### src/rtl/pulse_to_level.sv
// ---------------------------------------------------------------------------
// pulse_to_level
//
// Pulse stretcher. Each accepted single-cycle request on P becomes a clean
// high level on L that lasts max(hold_len,1) cycles. Every level is followed
// by a low gap of at least max(gap_len,1) cycles, so a downstream edge
// detector sees exactly one rising edge per accepted request.
//
// One request can be held pending while a level or gap is in progress. A
// request that arrives while one is already pending is discarded and
// reported on drop. With RETRIGGER=1, a request during HOLD restarts the
// hold count and is not queued.
//
// Handshake: there is none. P is a bare pulse, sampled on every rising clk
// edge. busy tells the producer that a new request would be queued or
// dropped rather than started immediately. drop is the only loss indication.
//
// Parameters
//   CNT_W      width of the hold/gap counters and of the length inputs
//   RETRIGGER  1: P during HOLD reloads the hold count; 0: P is queued
//
// Ports
//   clk        system clock, rising edge
//   reset      asynchronous, active-high; clears all state
//   P          request pulse
//   hold_len   level length in cycles (0 treated as 1)
//   gap_len    minimum low time in cycles (0 treated as 1)
//   L          stretched level, registered
//   busy       state != IDLE or a request is pending, registered
//   drop       one-cycle registered pulse: a request was lost
//   dbg_state  current FSM state (0 IDLE, 1 HOLD, 2 GAP)
// ---------------------------------------------------------------------------
module pulse_to_level #(
  parameter int CNT_W     = 8,
  parameter bit RETRIGGER = 1'b0
) (
  input  logic             clk,
  input  logic             reset,
  input  logic             P,
  input  logic [CNT_W-1:0] hold_len,
  input  logic [CNT_W-1:0] gap_len,
  output logic             L,
  output logic             busy,
  output logic             drop,
  output logic [1:0]       dbg_state
);

  typedef enum logic [1:0] {
    S_IDLE = 2'd0,
    S_HOLD = 2'd1,
    S_GAP  = 2'd2
  } state_t;

  localparam logic [CNT_W-1:0] CNT_ONE  = CNT_W'(1);
  localparam logic [CNT_W-1:0] CNT_ZERO = '0;

  state_t           state, state_n;
  logic [CNT_W-1:0] cnt, cnt_n;
  logic             pending, pending_n;
  logic             drop_n;

  logic             l_q, busy_q, drop_q;

  // Load values. A length of zero is promoted to one so the counter is
  // never loaded with zero and the decrement can never wrap.
  logic [CNT_W-1:0] hold_load;
  logic [CNT_W-1:0] gap_load;
  logic             cnt_last;

  assign hold_load = (hold_len == CNT_ZERO) ? CNT_ONE : hold_len;
  assign gap_load  = (gap_len  == CNT_ZERO) ? CNT_ONE : gap_len;
  assign cnt_last  = (cnt == CNT_ONE);

  // -------------------------------------------------------------------------
  // State and output registers
  // -------------------------------------------------------------------------
  always_ff @(posedge clk or posedge reset) begin
    if (reset) begin
      state   <= S_IDLE;
      cnt     <= CNT_ZERO;
      pending <= 1'b0;
      l_q     <= 1'b0;
      busy_q  <= 1'b0;
      drop_q  <= 1'b0;
    end else begin
      state   <= state_n;
      cnt     <= cnt_n;
      pending <= pending_n;
      // Outputs are registered from the next-state values so that they
      // line up with the state they describe without a combinational path
      // from state decode to the pins.
      l_q     <= (state_n == S_HOLD);
      busy_q  <= (state_n != S_IDLE) | pending_n;
      drop_q  <= drop_n;
    end
  end

  // -------------------------------------------------------------------------
  // Next-state logic
  // -------------------------------------------------------------------------
  always_comb begin
    state_n   = state;
    cnt_n     = cnt;
    pending_n = pending;
    drop_n    = 1'b0;

    case (state)
      S_IDLE: begin
        if (P) begin
          state_n = S_HOLD;
          cnt_n   = hold_load;
        end
      end

      S_HOLD: begin
        if (P && RETRIGGER) begin
          // Reload wins over the exit on the final hold cycle.
          cnt_n = hold_load;
        end else begin
          if (P) begin
            if (pending) begin
              drop_n = 1'b1;
            end else begin
              pending_n = 1'b1;
            end
          end
          if (cnt_last) begin
            state_n = S_GAP;
            cnt_n   = gap_load;
          end else begin
            cnt_n = cnt - CNT_ONE;
          end
        end
      end

      S_GAP: begin
        if (cnt_last) begin
          // A request on the final gap cycle starts the next level directly.
          // If one was already pending the two merge into that single level,
          // so nothing is queued and nothing is dropped.
          if (pending || P) begin
            state_n   = S_HOLD;
            cnt_n     = hold_load;
            pending_n = 1'b0;
          end else begin
            state_n = S_IDLE;
            cnt_n   = CNT_ZERO;
          end
        end else begin
          cnt_n = cnt - CNT_ONE;
          if (P) begin
            if (pending) begin
              drop_n = 1'b1;
            end else begin
              pending_n = 1'b1;
            end
          end
        end
      end

      default: begin
        // Unreachable encoding: return to a clean idle.
        state_n   = S_IDLE;
        cnt_n     = CNT_ZERO;
        pending_n = 1'b0;
      end
    endcase
  end

  assign L         = l_q;
  assign busy      = busy_q;
  assign drop      = drop_q;
  assign dbg_state = state;

endmodule

### config.mk
export PLATFORM = sky130hd
export DESIGN_NAME = pulse_to_level
export DESIGN_NICKNAME = d
export VERILOG_FILES = /design/src/rtl/pulse_to_level.sv
export SDC_FILE = /design/constraint.sdc
export NUM_CORES = 1
export LEC_CHECK = 0
export CORE_MARGIN = 2
export CORE_UTILIZATION = 53
export CTS_CLUSTER_SIZE = 20
export DETAILED_ROUTE_END_ITERATION = 10
export PLACE_DENSITY = 0.84
export SLEW_MARGIN = 20
export SYNTH_ARGS = -nofsm -noshare
export SYNTH_HDL_FRONTEND = slang
export SYNTH_SLANG_ARGS = --single-unit
### constraint.sdc
create_clock -name clk -period 6.3 [get_ports clk]
set_clock_uncertainty 0.2 [all_clocks]
set_input_delay 1.26 -clock clk [delete_from_list [all_inputs] [get_ports clk]]
set_output_delay 1.26 -clock clk [all_outputs]
set_load 0.01 [all_outputs]
==> results_dict.tcl <==
set metrics [dict create \
    status "completed" \
    synth_area_per_cell_um2 8.91 \
    cts-resized-gates 0 \
    h-tree-depth 1 \
    start_kind "input port" \
    drive_gt1_share_pct 8.39 \
    cpMaxStageDelayCell "clkdlybuf4s50_1" \
    synth-edff-count 0 \
    yosysSeqAreaShare_pct 32.5 \
    ioPinCount 24 \
    rsz0062_at_grt "false" \
    setup_viol 0 \
    clock_latency_ns 0.28 \
    power-per-cell-area_nw_per_um2 436 \
    rows 16 \
    vias 1078 \
    cp.arrival_ns 3.02 \
    synth.distinct_cells 42 \
    cts_sinks 14 \
    dp_hpwl_um 2240 \
    grtUsageTotal_pct 25.8 \
    cp_top_family "compound AO/OA/AOI/OAI gates" \
    first_pass_iters 4 \
    cts_tree "built" \
    port_buffers 23 \
    fin_util_pct 69.8 \
    postSynthCellCount 121 \
    max-vdd-ir-drop_mv 0.281 \
    first_global_vias 1062 \
    syn-cell-area_um2 1080 \
    antenna_cells 0 \
    drtIter0Drc 36 \
    r2r_slack_ns 3.83 \
    report.final.slew_viol_count 0 \
    antenna_found_initial 0 \
    die_x_um 49.1 \
    cts_root_buf "clkbuf_4" \
    total_power_uw 591 \
    routed_wl_um 2880 \
    die_area_um2 2410 \
    clockBufferDepth 2 \
    via_per_inst 6.34 \
    synth_fp_nets 146 \
    cts_setup_buffers 0 \
    critPathBufInv 1 \
    place_congestion 0.950 \
    relSlewSlack_pct 48.7 \
    max_freq_mhz 332 \
    end_kind "flip-flop" \
    synth-seq-cells 14 \
    wl_per_cell_um 17.0 \
    worstSetupPathType "in2reg" \
    grt_pass1_wl_um 4810 \
    cts_hold_buf 0 \
    grt_max_degree 15 \
    synthToLayoutAreaGrowth_pct 25.8 \
    finalHoldViolCount 0 \
    maxCapViolCount 0 \
    max_stage_delay_ns 0.58 \
    overflow 0 \
    drc_errors 0 \
    yosysWarnings 0 \
    critPathRequiredTime_ns 6.31 \
    die_h_um 49.1 \
    mostFrequentLayoutCell "clkdlybuf4s50_1" \
    coreArea_um2 1940 \
    nNetsFinal 169 \
    cts_buffers 3 \
    crit_chain "clkdlybuf4s50_1, nor2b_1, a2111oi_4, nand2b_1, a31o_1, o21ai_1" \
    synth_ff_type "dfrtp_1" \
    p_leak_nw 0.543 \
    tightest_slew_ns 0.769 \
    ys_async_sr_fraction_pct 100 \
    finalCritPeriodShare_pct 47.8 \
    worst_slack_ns 3.29 \
    period_needed_ns 3.01 \
    mostFrequentLayoutCells "clkdlybuf4s50_1 (23), dfrtp_1 (14), nand2_1 (10), nor2_1 (7)" \
    cp_max_fo 10 \
    worst_hold_path_type "reg2reg" \
    final.setup.tns_ns 0 \
    clkTransAtPathRegs_ns 0.08 \
    post-place-ws_ns 3.02 \
    initial_core_util_pct 55.5 \
    ant_nets 0 \
]
## where the power goes
part	leakage (nW)	switching [mW]	internal, mW
Sequential	0.169	0.0478	0.132
Clock	0.0210	0.0303	0.0352
Combinational	0.354	0.193	0.152
Total	0.543	0.271	0.320
## per-stage QoR
step | area, µm² | hold WS, ns | instances
final | 1360 | 0.369 | 170
after floorplan | 1080 | 0.316 | 121
after global placement | 1320 | 0.343 | 166
after CTS | 1360 | 0.365 | 170
after global routing | 1360 | 0.384 | 170
after detailed placement | 1320 | 0.353 | 166
## tightest hold or removal path, delay by kind of cell, from the launching register on
kind | cells | cell delay [ns]
AND/OR/NAND/NOR | 2 | 0.13
flip-flops | 1 | 0.40
## Yosys cell counts (4+ instances only)
| master | instances | area, µm² |
|---|---|---|
| nand3_1 | 4 | 20.0 |
| inv_1 | 6 | 22.5 |
| nand2_1 | 10 | 37.5 |
| ha_1 | 6 | 75.1 |
| nor3_1 | 4 | 20.0 |
| nor2_1 | 7 | 26.3 |
| o21ai_1 | 6 | 30.0 |
| a31oi_1 | 6 | 37.5 |
| a32oi_1 | 5 | 43.8 |
| o21ai_0 | 5 | 25.0 |
| dfrtp_1 | 14 | 350 |
| a21oi_1 | 5 | 25.0 |
## worst paths after layout
path                         start     end  cells past startpoint
max                              P  cnt[5]                      6
min                        pending    drop                      2
max reg2reg                 cnt[1]    busy                      7
min reg2reg                pending    drop                      2
max in group asynchronous    reset  cnt[7]                      2
min in group asynchronous    reset  cnt[4]                      2
## area by class of cell
class,count,area (µm²)
Multi-Input combinational cell,96,683
Inverter,6,22.5
Fill cell,162,586
Sequential cell,14,350
Tap cell,27,33.8
Clock buffer,4,36.3
Timing Repair Buffer,23,230
## cells by family after synthesis
logic type	after synthesis	share of synthesized area, %
AOI/OAI and AO/OA	39	25.6
buffers and inverters	11	4.18
xor gates and xnor gates	2	1.62
adders and majority gates	6	6.96
DFF	14	32.5
and+or+nand+nor	48	28.2
muxes	1	0.928
## flip-flops by register name, indices dropped and copies added, names as in the netlist
signal     cells
drop           1
busy           1
cnt            8
pending        1
dbg_state      2
L              1
## per-layer routing
layer | GRT usage (%) | part of all wire, %
met1 | 32.7 | 42
met4 | 10.0 | 1.7
met5 | 0 | 0
met3 | 6.44 | 6.2
met2 | 42.1 | 50
Note: power is estimated with default switching activity, not from simulation.
